<file path="src/rtl/sc_mux_scan_sequencer_if.sv">
// Bundle between the mux scan sequencer and its surroundings (mux data source and word consumer).
// valid/ready: a word transfers on a rising edge where valid=1 and ready=1; while valid=1 and
// ready=0 the word, channel and select are held unchanged; valid never depends on ready combinationally.
interface sc_mux_scan_sequencer_if #(
  parameter int NUMBER_DATAWIDTH = 8,
  parameter int SELECT_WIDTH     = 4
);
  logic                        start;
  logic                        continuous;
  logic                        abort;
  logic [NUMBER_DATAWIDTH-1:0] data_in;
  logic                        ready;
  logic [SELECT_WIDTH-1:0]     select;
  logic [NUMBER_DATAWIDTH-1:0] data_out;
  logic [SELECT_WIDTH-1:0]     channel;
  logic                        valid;
  logic                        busy;
  logic                        done;
  logic [1:0]                  state;

  modport master (
    input  start, continuous, abort, data_in, ready,
    output select, data_out, channel, valid, busy, done, state
  );

  modport slave (
    output start, continuous, abort, data_in, ready,
    input  select, data_out, channel, valid, busy, done, state
  );
endinterface

</file>
<file path="src/rtl/sc_mux_scan_sequencer.sv">
// Sweeps a data mux select over all channels, waits a settle interval per channel, and
// presents each captured word with its channel index over a valid/ready handshake.
module sc_mux_scan_sequencer #(
  parameter int NUMBER_DATAWIDTH = 8,
  parameter int SELECT_WIDTH     = 4,
  parameter int NUM_CHANNELS     = 10,
  parameter int SETTLE_CYCLES    = 2,
  parameter int CNT_WIDTH        = 4
) (
  input  logic                  SC_MUXSEQ_CLOCK_50,
  input  logic                  SC_MUXSEQ_RESET_InHigh,
  sc_mux_scan_sequencer_if.master bus
);

  typedef enum logic [1:0] {
    IDLE   = 2'd0,
    SETTLE = 2'd1,
    HOLD   = 2'd2,
    DONE   = 2'd3
  } state_t;

  localparam logic [SELECT_WIDTH-1:0] LAST_SEL    = SELECT_WIDTH'(NUM_CHANNELS - 1);
  localparam logic [SELECT_WIDTH-1:0] SEL_ONE     = SELECT_WIDTH'(1);
  localparam logic [CNT_WIDTH-1:0]    SETTLE_LAST = CNT_WIDTH'(SETTLE_CYCLES - 1);
  localparam logic [CNT_WIDTH-1:0]    CNT_ONE     = CNT_WIDTH'(1);

  state_t                      state;
  logic [CNT_WIDTH-1:0]        cnt;
  logic [SELECT_WIDTH-1:0]     select_q;
  logic [NUMBER_DATAWIDTH-1:0] data_q;
  logic [SELECT_WIDTH-1:0]     channel_q;
  logic                        valid_q;
  logic                        busy_q;
  logic                        done_q;

  // Abort outranks every state transition except reset; in IDLE it also masks start.
  always_ff @(posedge SC_MUXSEQ_CLOCK_50 or posedge SC_MUXSEQ_RESET_InHigh) begin
    if (SC_MUXSEQ_RESET_InHigh) begin
      state     <= IDLE;
      cnt       <= '0;
      select_q  <= '0;
      data_q    <= '0;
      channel_q <= '0;
      valid_q   <= 1'b0;
      busy_q    <= 1'b0;
      done_q    <= 1'b0;
    end else if (bus.abort) begin
      state   <= IDLE;
      valid_q <= 1'b0;
      busy_q  <= 1'b0;
      done_q  <= 1'b0;
    end else begin
      case (state)
        IDLE: begin
          if (bus.start) begin
            select_q <= '0;
            cnt      <= '0;
            busy_q   <= 1'b1;
            state    <= SETTLE;
          end
        end
        SETTLE: begin
          if (cnt == SETTLE_LAST) begin
            data_q    <= bus.data_in;
            channel_q <= select_q;
            valid_q   <= 1'b1;
            state     <= HOLD;
          end else begin
            cnt <= cnt + CNT_ONE;
          end
        end
        HOLD: begin
          if (bus.ready) begin
            valid_q <= 1'b0;
            if (select_q == LAST_SEL) begin
              done_q <= 1'b1;
              state  <= DONE;
            end else begin
              select_q <= select_q + SEL_ONE;
              cnt      <= '0;
              state    <= SETTLE;
            end
          end
        end
        DONE: begin
          done_q <= 1'b0;
          if (bus.continuous) begin
            select_q <= '0;
            cnt      <= '0;
            state    <= SETTLE;
          end else begin
            busy_q <= 1'b0;
            state  <= IDLE;
          end
        end
        default: begin
          state   <= IDLE;
          valid_q <= 1'b0;
          busy_q  <= 1'b0;
          done_q  <= 1'b0;
        end
      endcase
    end
  end

  assign bus.select   = select_q;
  assign bus.data_out = data_q;
  assign bus.channel  = channel_q;
  assign bus.valid    = valid_q;
  assign bus.busy     = busy_q;
  assign bus.done     = done_q;
  assign bus.state    = state;

endmodule
</file>
<file path="src/flat_wrapper.sv">
// flat-port wrapper written by rule: the top's interface ports become plain ports
module sc_mux_scan_sequencer_flat 
#(
  parameter int NUMBER_DATAWIDTH = 8,
  parameter int SELECT_WIDTH     = 4,
  parameter int NUM_CHANNELS     = 10,
  parameter int SETTLE_CYCLES    = 2,
  parameter int CNT_WIDTH        = 4
)
  (SC_MUXSEQ_CLOCK_50, SC_MUXSEQ_RESET_InHigh, bus_start, bus_continuous, bus_abort, bus_data_in, bus_ready, bus_select, bus_data_out, bus_channel, bus_valid, bus_busy, bus_done, bus_state);
  sc_mux_scan_sequencer_if #(.NUMBER_DATAWIDTH(NUMBER_DATAWIDTH), .SELECT_WIDTH(SELECT_WIDTH)) bus_i ();
  input  logic SC_MUXSEQ_CLOCK_50;
  input  logic SC_MUXSEQ_RESET_InHigh;
  input wire logic [$bits(bus_i.start)-1:0] bus_start;
  input wire logic [$bits(bus_i.continuous)-1:0] bus_continuous;
  input wire logic [$bits(bus_i.abort)-1:0] bus_abort;
  input wire logic [$bits(bus_i.data_in)-1:0] bus_data_in;
  input wire logic [$bits(bus_i.ready)-1:0] bus_ready;
  output wire logic [$bits(bus_i.select)-1:0] bus_select;
  output wire logic [$bits(bus_i.data_out)-1:0] bus_data_out;
  output wire logic [$bits(bus_i.channel)-1:0] bus_channel;
  output wire logic [$bits(bus_i.valid)-1:0] bus_valid;
  output wire logic [$bits(bus_i.busy)-1:0] bus_busy;
  output wire logic [$bits(bus_i.done)-1:0] bus_done;
  output wire logic [$bits(bus_i.state)-1:0] bus_state;
  assign bus_i.start = bus_start;
  assign bus_i.continuous = bus_continuous;
  assign bus_i.abort = bus_abort;
  assign bus_i.data_in = bus_data_in;
  assign bus_i.ready = bus_ready;
  assign bus_select = bus_i.select;
  assign bus_data_out = bus_i.data_out;
  assign bus_channel = bus_i.channel;
  assign bus_valid = bus_i.valid;
  assign bus_busy = bus_i.busy;
  assign bus_done = bus_i.done;
  assign bus_state = bus_i.state;
  sc_mux_scan_sequencer #(.NUMBER_DATAWIDTH(NUMBER_DATAWIDTH), .SELECT_WIDTH(SELECT_WIDTH), .NUM_CHANNELS(NUM_CHANNELS), .SETTLE_CYCLES(SETTLE_CYCLES), .CNT_WIDTH(CNT_WIDTH)) u_core (.SC_MUXSEQ_CLOCK_50(SC_MUXSEQ_CLOCK_50), .SC_MUXSEQ_RESET_InHigh(SC_MUXSEQ_RESET_InHigh), .bus(bus_i));
endmodule
</file>
<file path="config.mk">
export PLATFORM = sky130hd
export DESIGN_NAME = sc_mux_scan_sequencer_flat
export DESIGN_NICKNAME = d
export VERILOG_FILES = /design/src/rtl/sc_mux_scan_sequencer_if.sv /design/src/rtl/sc_mux_scan_sequencer.sv /design/src/flat_wrapper.sv
export SDC_FILE = /design/constraint.sdc
export NUM_CORES = 1
export LEC_CHECK = 0
export ABC_AREA = 1
export CAP_MARGIN = 5
export CORE_UTILIZATION = 48
export CTS_CLUSTER_SIZE = 20
export DETAILED_ROUTE_END_ITERATION = 12
export PLACE_DENSITY = 0.78
export SYNTH_ARGS = -nofsm -noshare
export SYNTH_HDL_FRONTEND = slang
export SYNTH_SLANG_ARGS = --single-unit
</file>
<file path="constraint.sdc">
create_clock -name SC_MUXSEQ_CLOCK_50 -period 1.74 [get_ports SC_MUXSEQ_CLOCK_50]
set_clock_uncertainty 0.15 [all_clocks]
set_input_delay 0.348 -clock SC_MUXSEQ_CLOCK_50 [delete_from_list [all_inputs] [get_ports SC_MUXSEQ_CLOCK_50]]
set_output_delay 0.348 -clock SC_MUXSEQ_CLOCK_50 [all_outputs]
set_load 0.01 [all_outputs]
</file>
==> results of run 1 <==
[metrics by stage]
| step | worst slack [ns] | setup TNS, ns |
|---|---|---|
| after floorplan | 0.217 | 0 |
| after global placement | 0.0243 | 0 |
| after detailed placement | -0.0318 | -0.176 |
| after CTS | 0.00134 | 0 |
| after global routing | 0.0000240 | 0 |
| final | 0.0252 | 0 |
[cells in the final DEF, fill, tap and decap left out, types with 2 or more instances in the layout]
| master | Yosys | final |
|---|---|---|
| dfrtp_1 | 25 | 21 |
| ha_1 | 4 | 4 |
| dfrtp_2 | 0 | 4 |
| dlygate4sd2_1 | 0 | 5 |
| nor2_1 | 14 | 14 |
| o21ai_0 | 6 | 6 |
| inv_1 | 10 | 10 |
| clkbuf_4 | 0 | 3 |
| clkdlybuf4s50_1 | 0 | 15 |
| nand2_1 | 48 | 48 |
| dlymetal6s2s_1 | 0 | 14 |
| nand2_4 | 6 | 6 |
| nand3_1 | 25 | 24 |
| nor2_8 | 4 | 4 |
| nor2_2 | 2 | 2 |
| nand2_2 | 2 | 2 |
| buf_4 | 1 | 13 |
| xnor2_1 | 2 | 2 |
| inv_2 | 2 | 2 |
[cell families after synthesis]
family                   count (synthesis)
buffers and inverters                   16
adder cells (fa/ha/maj)                  4
XOR/XNOR                                 2
flip-flops                              25
AND/OR/NAND/NOR                        103
AO/OA/AOI/OAI                           11
[power groups by stage]
| stage | clock network (W) | registers [W] | logic (W) |
|---|---|---|---|
| after floorplan | 0 | 0.000969 | 0.000584 |
| after global placement | 0 | 0.000897 | 0.00107 |
| after detailed placement | 0 | 0.000913 | 0.00110 |
| after CTS | 0.000266 | 0.000857 | 0.00118 |
| after global routing | 0.000289 | 0.000877 | 0.00130 |
| final | 0.000258 | 0.000854 | 0.00119 |
[registers in the layout, summed over array words and instances, names as in the netlist]
signal,count
u_core.bus.done,1
u_core.bus.channel,4
u_core.bus.select,4
u_core.bus.state,2
u_core.cnt,4
u_core.bus.busy,1
u_core.bus.valid,1
u_core.bus.data_out,8
[cells in the mapped netlist, drive strengths merged (2+ instances only)]
cell | n | share of area (%)
dfrtp | 25 | 45
nand3 | 25 | 9.1
xnor2 | 2 | 1.3
buf | 2 | 1.4
o21ai | 8 | 3.2
inv | 12 | 3.3
nor2 | 21 | 11
nand2 | 56 | 19
ha | 4 | 3.6
[final cells by class]
class                           count  area, um2  share of cell area, %
Clock inverter                      1       5.00                  0.261
Inverter                           13       48.8                   2.55
Sequential cell                    25        631                   32.9
Multi-Input combinational cell    120        684                   35.7
Clock buffer                        3       22.5                   1.17
Timing Repair Buffer               48        487                   25.4
Tap cell                           31       38.8                   2.02
[per-layer routing]
metal  wire (um)  up-vias
li1            -      613
met1        1280      567
met2        1530       26
met3         116        4
met4          28        0
met5           0        -
[worst register-to-register path, delay by kind of cell (launching register included)]
kind	cells	cell delay [ns]
DFF	1	0.46
adders and majority gates	1	0.23
and+or+nand+nor	6	0.55
buffers and inverters	1	0.16
[path summary, 6_finish.rpt]
path                                                             to  cells past startpoint
min reg2reg                      u_core.bus.data_out[4]$_DFFE_PP0P_                      2
max reg2reg                               u_core.cnt[2]$_DFFE_PP0P_                      8
max                                                       bus_valid                      1
min                              u_core.bus.data_out[7]$_DFFE_PP0P_                      3
max in group asynchronous           u_core.bus.state[0]$_DFFE_PP0P_                      3
min in group SC_MUXSEQ_CLOCK_50  u_core.bus.data_out[4]$_DFFE_PP0P_                      2
[timing repair]
| action | in CTS | in global routing |
|---|---|---|
| setup endpoints to repair | 9 | 17 |
| buffers inserted | 6 | 4 |
| gates resized for setup | 9 | 15 |
| pin swaps | 0 | 2 |
| hold buffers | 0 | 0 |
==> impl_metrics.xml, run 1 <==
<?xml version="1.0" encoding="UTF-8"?>
<metrics>
  <group name="cells_and_area">
    <metric name="final_util" unit="%">70.1</metric>
    <metric name="design.final.nets" unit="">229</metric>
    <metric name="synth_to_final_area_change" unit="%">39.3</metric>
    <metric name="layoutNonFillerInstCount" unit="">241</metric>
    <metric name="layout.filler_cells" unit="">210</metric>
    <metric name="drive_above_1_share" unit="%">19.5</metric>
    <metric name="layout.cell_area.non_filler" unit="um2">1920</metric>
    <metric name="diode_count" unit="">0</metric>
  </group>
  <group name="synth">
    <metric name="ys_seq_area_share" unit="%">45.5</metric>
    <metric name="synth_top_family_by_area" unit="">simple AND/OR/NAND/NOR gates</metric>
    <metric name="synth-edff-count" unit="">0</metric>
    <metric name="synth_fp_nets" unit="">179</metric>
    <metric name="synth.cell_area" unit="um2">1380</metric>
    <metric name="synth.mux.area_fraction" unit="%">0</metric>
    <metric name="yosysWarningCount" unit="">0</metric>
    <metric name="synthXorXnorAreaFrac" unit="%">1.27</metric>
    <metric name="synth_cell_type_count" unit="">24</metric>
    <metric name="post_synth.cell_area_avg" unit="um2">8.55</metric>
    <metric name="synth_top_flop_cell" unit="">dfrtp_1</metric>
    <metric name="synth_simple_gate_area_share" unit="%">39.8</metric>
    <metric name="asyncSetResetFlopFracSynth" unit="%">100</metric>
    <metric name="synth_cells" unit="">161</metric>
    <metric name="synth-seq-cells" unit="">25</metric>
    <metric name="synth-adder-area-share" unit="%">3.64</metric>
    <metric name="share_of_the_synthesized_area_in_compound_gates_ao_oa_aoi_oai" unit="%">4.64</metric>
  </group>
  <group name="sta">
    <metric name="report.final.slew_viol_count" unit="">0</metric>
    <metric name="worst-slew-pin-transition" unit="ns">0.308</metric>
    <metric name="period_minus_slack" unit="ns">1.71</metric>
    <metric name="setup_viol" unit="">0</metric>
    <metric name="fin_worst_hold_slack" unit="ns">0.215</metric>
    <metric name="finalHoldViolations" unit="">0</metric>
    <metric name="fin_crit_sh" unit="%">98.6</metric>
    <metric name="rsz0062_at_grt" unit="">no</metric>
    <metric name="worst_slew_margin_relative_to_its_limit" unit="%">79.4</metric>
    <metric name="fmax" unit="MHz">583</metric>
  </group>
  <group name="clocking">
    <metric name="cts_tree" unit="">built</metric>
    <metric name="clock_insertion_delay_worst_skew" unit="ns">0.31</metric>
    <metric name="clkSlewWorstSetupHoldPaths" unit="ns">0.14</metric>
    <metric name="cts_buffers" unit="">3</metric>
    <metric name="htree_num_levels" unit="">1</metric>
    <metric name="clock_tree.buffer_depth" unit="">2</metric>
    <metric name="clkSinkCount" unit="">25</metric>
    <metric name="clockRootBuffer" unit="">clkbuf_4</metric>
  </group>
  <group name="worst_setup_path">
    <metric name="timing.reg2reg.setup_slack" unit="ns">0.11</metric>
    <metric name="r2r_start" unit="">u_core.cnt[0]$_DFFE_PP0P_</metric>
    <metric name="timing.critical_path.arrival" unit="ns">1.22</metric>
    <metric name="peak_fanout_along_the_critical_path" unit="">2</metric>
    <metric name="timing.critical_path.cells" unit="">clkdlybuf4s50_1</metric>
    <metric name="startpoint_type" unit="">flip-flop</metric>
    <metric name="critical-path-max-stage-delay" unit="ns">0.53</metric>
    <metric name="worst_path_dominant_cell_family" unit="">buffers and inverters</metric>
    <metric name="cp_slowest_cell" unit="">clkdlybuf4s50_1</metric>
    <metric name="crit_type" unit="">flip-flop to output port</metric>
    <metric name="worst_setup_end_kind" unit="">output port</metric>
    <metric name="worst_ep_required_time" unit="ns">1.24</metric>
    <metric name="worstPathBufferInverterCount" unit="">1</metric>
    <metric name="critical_path_start" unit="">u_core.bus.valid$_DFFE_PP0P_</metric>
  </group>
  <group name="global_route">
    <metric name="grtUsageMet1" unit="%">26.0</metric>
    <metric name="global_route.usage.met3" unit="%">3.04</metric>
    <metric name="grt_start_max_net_pins" unit="">26</metric>
    <metric name="grt_pass1_vias" unit="">1170</metric>
    <metric name="gr_overflow_total" unit="">0</metric>
    <metric name="grtUsageMet2" unit="%">36.5</metric>
    <metric name="antenna_found_initial" unit="">0</metric>
    <metric name="grt_util_all_layers" unit="%">20.2</metric>
    <metric name="grt_first_pass_wirelength" unit="mm">5.09</metric>
    <metric name="grt_most_used_layer" unit="">met2</metric>
  </group>
  <group name="drt">
    <metric name="route.detailed.vias_per_inst" unit="">5.02</metric>
    <metric name="route.detailed.wl_per_inst" unit="um">12.3</metric>
    <metric name="dr_total_vias" unit="">1210</metric>
    <metric name="antenna_violating_nets_post_route" unit="">0</metric>
    <metric name="wl" unit="mm">2.95</metric>
    <metric name="detail_route.first_pass.iterations" unit="">4</metric>
    <metric name="drcViolationCount" unit="">0</metric>
    <metric name="drtIter0Drc" unit="">38</metric>
  </group>
  <group name="floorplanning">
    <metric name="floorplan.initialDensity" unit="%">50.3</metric>
    <metric name="floorplan.rows" unit="">19</metric>
    <metric name="die_area" unit="um2">3090</metric>
    <metric name="dieHeight" unit="um">55.5</metric>
    <metric name="boundaryPins" unit="">35</metric>
    <metric name="die_width" unit="um">55.5</metric>
    <metric name="fp.coreArea" unit="um2">2730</metric>
  </group>
  <group name="pwr">
    <metric name="design_power_total" unit="W">0.00231</metric>
    <metric name="share_of_total_power_in_the_clock_network" unit="%">11.2</metric>
    <metric name="p_sw_share" unit="%">40.5</metric>
    <metric name="share_comb_of_total_power" unit="%">51.7</metric>
    <metric name="irDropWorstVdd" unit="mV">0.852</metric>
    <metric name="power.switching" unit="W">0.000933</metric>
    <metric name="intPower" unit="W">0.00137</metric>
    <metric name="power_per_cell_area" unit="nW/um2">1200</metric>
    <metric name="static-leakage-power" unit="nW">1.20</metric>
    <metric name="power_frac_seq" unit="%">37.1</metric>
  </group>
  <group name="placed_design">
    <metric name="dpl_cell_area" unit="um2">1780</metric>
    <metric name="place_inst" unit="">227</metric>
    <metric name="gp_routability_congestion" unit="">0.730</metric>
    <metric name="place.port_buffers" unit="">34</metric>
    <metric name="dp_hpwl" unit="mm">2.19</metric>
  </group>
  <group name="run_status">
    <metric name="status" unit="">completed</metric>
  </group>
  <group name="job">
    <metric name="max-cap-violations" unit="">0</metric>
  </group>
  <group name="min_path">
    <metric name="holdCritPathClass" unit="">input pin to async pin</metric>
  </group>
</metrics>
Note: power is estimated with default switching activity, not from simulation.
==> run 2, diff against run 1 <==
Settings changed: ABC_CLOCK_PERIOD_IN_PS set to 1740.
==> results of run 2 <==
The final DEF is identical to that of run 1; final timing and power are the same.
==> run 3, diff against run 2 <==
Settings changed: CORE_MARGIN set to 4, REMOVE_ABC_BUFFERS set to 1, SETUP_SLACK_MARGIN set to 0.3.
==> run 3 against run 2 <==
Against the previous run: via count is 16% higher; global-route usage is 2.6 points higher; combinational power rose by 39%; non-clock buffer count increased by 20; register-to-register slack better by 0.13 ns; critical path type unchanged; largest cell class unchanged.
==> impl_metrics.xml, run 3 (synthesized netlist as in run 1, its figures left out) <==
<?xml version="1.0" encoding="UTF-8"?>
<metrics>
  <group name="run_status">
    <metric name="status" unit="">completed</metric>
  </group>
  <group name="worst_setup_path">
    <metric name="r2r_start" unit="">u_core.bus.state[1]$_DFFE_PP0P_</metric>
    <metric name="worst_ep_required_time" unit="ns">1.24</metric>
    <metric name="timing.critical_path.arrival" unit="ns">1.03</metric>
    <metric name="crit-reg2reg-capture" unit="">u_core.bus.select[1]$_DFFE_PP0P_</metric>
    <metric name="peak_fanout_along_the_critical_path" unit="">2</metric>
    <metric name="crit_type" unit="">flip-flop to output port</metric>
    <metric name="startpoint_type" unit="">flip-flop</metric>
    <metric name="worst_setup_end_kind" unit="">output port</metric>
    <metric name="cp_slowest_cell" unit="">dfrtp_1</metric>
    <metric name="timing.reg2reg.setup_slack" unit="ns">0.24</metric>
    <metric name="critical-path-max-stage-delay" unit="ns">0.43</metric>
    <metric name="timing.critical_path.cells" unit="">buf_4, buf_2</metric>
    <metric name="ff2ff_path_depth" unit="">8</metric>
    <metric name="worst_path_dominant_cell_family" unit="">flip-flops</metric>
    <metric name="worstPathBufferInverterCount" unit="">2</metric>
  </group>
  <group name="drt">
    <metric name="wl" unit="mm">4.13</metric>
    <metric name="route.detailed.vias_per_inst" unit="">5.34</metric>
    <metric name="dr_total_vias" unit="">1399</metric>
    <metric name="drcViolationCount" unit="">0</metric>
    <metric name="drtIter0Drc" unit="">113</metric>
    <metric name="antenna_violating_nets_post_route" unit="">0</metric>
    <metric name="route.detailed.wl_per_inst" unit="um">15.8</metric>
    <metric name="detail_route.first_pass.iterations" unit="">4</metric>
  </group>
  <group name="floorplanning">
    <metric name="fp.coreArea" unit="um2">2760</metric>
    <metric name="die_width" unit="um">61.5</metric>
    <metric name="floorplan.rows" unit="">19</metric>
    <metric name="boundaryPins" unit="">35</metric>
    <metric name="dieHeight" unit="um">61.5</metric>
    <metric name="floorplan.initialDensity" unit="%">49.9</metric>
    <metric name="die_area" unit="um2">3790</metric>
  </group>
  <group name="pwr">
    <metric name="power_per_cell_area" unit="nW/um2">1330</metric>
    <metric name="power.switching" unit="W">0.00120</metric>
    <metric name="p_sw_share" unit="%">43.1</metric>
    <metric name="share_of_total_power_in_the_clock_network" unit="%">10.0</metric>
    <metric name="power_frac_seq" unit="%">30.6</metric>
    <metric name="intPower" unit="W">0.00158</metric>
    <metric name="design_power_total" unit="W">0.00278</metric>
    <metric name="share_comb_of_total_power" unit="%">59.4</metric>
    <metric name="irDropWorstVdd" unit="mV">0.949</metric>
    <metric name="static-leakage-power" unit="nW">1.12</metric>
  </group>
  <group name="cells_and_area">
    <metric name="layout.cell_area.non_filler" unit="um2">2100</metric>
    <metric name="layout.filler_cells" unit="">197</metric>
    <metric name="diode_count" unit="">0</metric>
    <metric name="area_used_by_multi_input_combinational_logic" unit="um2">820</metric>
    <metric name="final_common_cell" unit="">nand2_1</metric>
    <metric name="design.final.nets" unit="">250</metric>
    <metric name="largest_register_ff_count" unit="">8</metric>
    <metric name="drive_above_1_share" unit="%">43.7</metric>
    <metric name="mostFrequentLayoutCells" unit="">nand2_1, buf_4, dfrtp_1</metric>
    <metric name="synth_to_final_area_change" unit="%">52.4</metric>
    <metric name="seq_area" unit="um2">629</metric>
  </group>
  <group name="clocking">
    <metric name="clkSlewWorstSetupHoldPaths" unit="ns">0.15</metric>
    <metric name="cts_tree" unit="">built</metric>
    <metric name="clock_insertion_delay_worst_skew" unit="ns">0.34</metric>
    <metric name="clock_tree.buffer_depth" unit="">2</metric>
    <metric name="clockRootBuffer" unit="">clkbuf_4</metric>
    <metric name="clkSinkCount" unit="">25</metric>
    <metric name="cts-hold-fix-buffers" unit="">0</metric>
    <metric name="htree_num_levels" unit="">1</metric>
    <metric name="cts_buffers" unit="">3</metric>
  </group>
  <group name="global_route">
    <metric name="grt_start_max_net_pins" unit="">26</metric>
    <metric name="grt_first_pass_wirelength" unit="mm">6.37</metric>
    <metric name="gr_overflow_total" unit="">0</metric>
    <metric name="grt_util_all_layers" unit="%">22.8</metric>
    <metric name="grt_pass1_vias" unit="">1363</metric>
    <metric name="antenna_found_initial" unit="">0</metric>
  </group>
  <group name="sta">
    <metric name="fin_crit_sh" unit="%">87.7</metric>
    <metric name="fin_setup_tns" unit="ns">0</metric>
    <metric name="rsz0062_at_grt" unit="">yes</metric>
    <metric name="setup_viol" unit="">0</metric>
    <metric name="worst_slew_margin_relative_to_its_limit" unit="%">78.1</metric>
    <metric name="fin_worst_hold_slack" unit="ns">0.187</metric>
    <metric name="period_minus_slack" unit="ns">1.53</metric>
    <metric name="fmax" unit="MHz">655</metric>
    <metric name="finalHoldViolations" unit="">0</metric>
    <metric name="report.final.slew_viol_count" unit="">0</metric>
    <metric name="worst-slew-pin-transition" unit="ns">0.329</metric>
  </group>
  <group name="min_path">
    <metric name="holdCritPathClass" unit="">input pin to async pin</metric>
  </group>
  <group name="placed_design">
    <metric name="dp_hpwl" unit="mm">2.24</metric>
    <metric name="gp_routability_congestion" unit="">0.854</metric>
    <metric name="dpl_cell_area" unit="um2">1760</metric>
    <metric name="place.port_buffers" unit="">34</metric>
  </group>
  <group name="job">
    <metric name="max-cap-violations" unit="">0</metric>
  </group>
</metrics>
==> run 3: cell count changes in the layout (fill, tap and decap cells not counted), moves of 3 or more <==
| cell | previous run | this run |
|---|---|---|
| buf_2 | 0 | 20 |
| buf_4 | 13 | 28 |
| buf_6 | 0 | 5 |
| dlygate4sd2_1 | 5 | 0 |
| dlymetal6s2s_1 | 14 | 0 |
| ha_1 | 4 | 0 |
| ha_2 | 0 | 3 |
| nand2_1 | 48 | 42 |
| nand2_2 | 2 | 6 |
| nand3_1 | 24 | 21 |
| nor2_4 | 1 | 4 |
==> run 3: what timing repair did <==
action / 4_1_cts / 5_1_grt
gates cloned: 1 / 0
setup buffers: 24 / 6
gates resized for setup: 107 / 22
endpoints found under the setup margin: 43 / 28
pin swaps: 12 / 17
==> run 3: worst max path at each step <==
stage | cells past startpoint | startpoint | to | slack [ns]
2_1_floorplan | 8 | u_core.bus.select[1]$_DFFE_PP0P_ | u_core.bus.select[3]$_DFFE_PP0P_ | 0.22
3_3_place_gp | 5 | bus_abort | u_core.bus.channel[2]$_DFFE_PP0P_ | 0.01
3_5_place_dp | 5 | bus_abort | u_core.bus.channel[2]$_DFFE_PP0P_ | -0.05
4_1_cts | 1 | u_core.bus.state[0]$_DFFE_PP0P_ | bus_state[0] | 0.24
5_1_grt | 8 | u_core.bus.state[1]$_DFFE_PP0P_ | u_core.bus.select[0]$_DFFE_PP0P_ | 0.18
6_report | 2 | u_core.bus.select[1]$_DFFE_PP0P_ | bus_select[1] | 0.21
==> run 3: cell type report <==
cell class | instances | area share [%]
Clock buffer | 3 | 1.07
Timing Repair Buffer | 68 | 24.6
Tap cell | 31 | 1.85
Sequential cell | 25 | 30.0
Inverter | 13 | 3.10
Clock inverter | 1 | 0.239
Multi-Input combinational cell | 121 | 39.1
==> run 3: routing by layer <==
metal / share of wire [%] / vias up / global-route usage (%)
met5: 0 / - / 0
met4: 3.9 / 0 / 6.67
met3: 6.2 / 16 / 3.56
met2: 53 / 64 / 41.1
met1: 37 / 666 / 28.0
li1: - / 653 / -
==> run 3: worst register-to-register path, stage by stage (launching register included) <==
cell and delay (ns):
dfrtp_2 0.45, buf_6 0.14, buf_8 0.14, nand3_4 0.06
nand2_4 0.09, nor2_8 0.17, nand2_4 0.09, nand2_2 0.06
nand2_1 0.05
==> run 3: metrics by stage <==
stage	utilization, %	cells	worst slack [ns]
6_report	76.0	262	0.213
5_1_grt	76.0	262	0.183
4_1_cts	72.3	256	0.238
3_5_place_dp	63.9	227	-0.0479
3_3_place_gp	63.9	227	0.0107
2_1_floorplan	-	158	0.217
==> run 3: power by group through the flow <==
stage / logic [W] / registers, W / clock network, W
after floorplan: 0.000567 / 0.000969 / 0
after global placement: 0.00107 / 0.000902 / 0
after detailed placement: 0.00109 / 0.000916 / 0
after CTS: 0.00145 / 0.000837 / 0.000276
after global routing: 0.00178 / 0.000874 / 0.000303
final: 0.00165 / 0.000849 / 0.000278
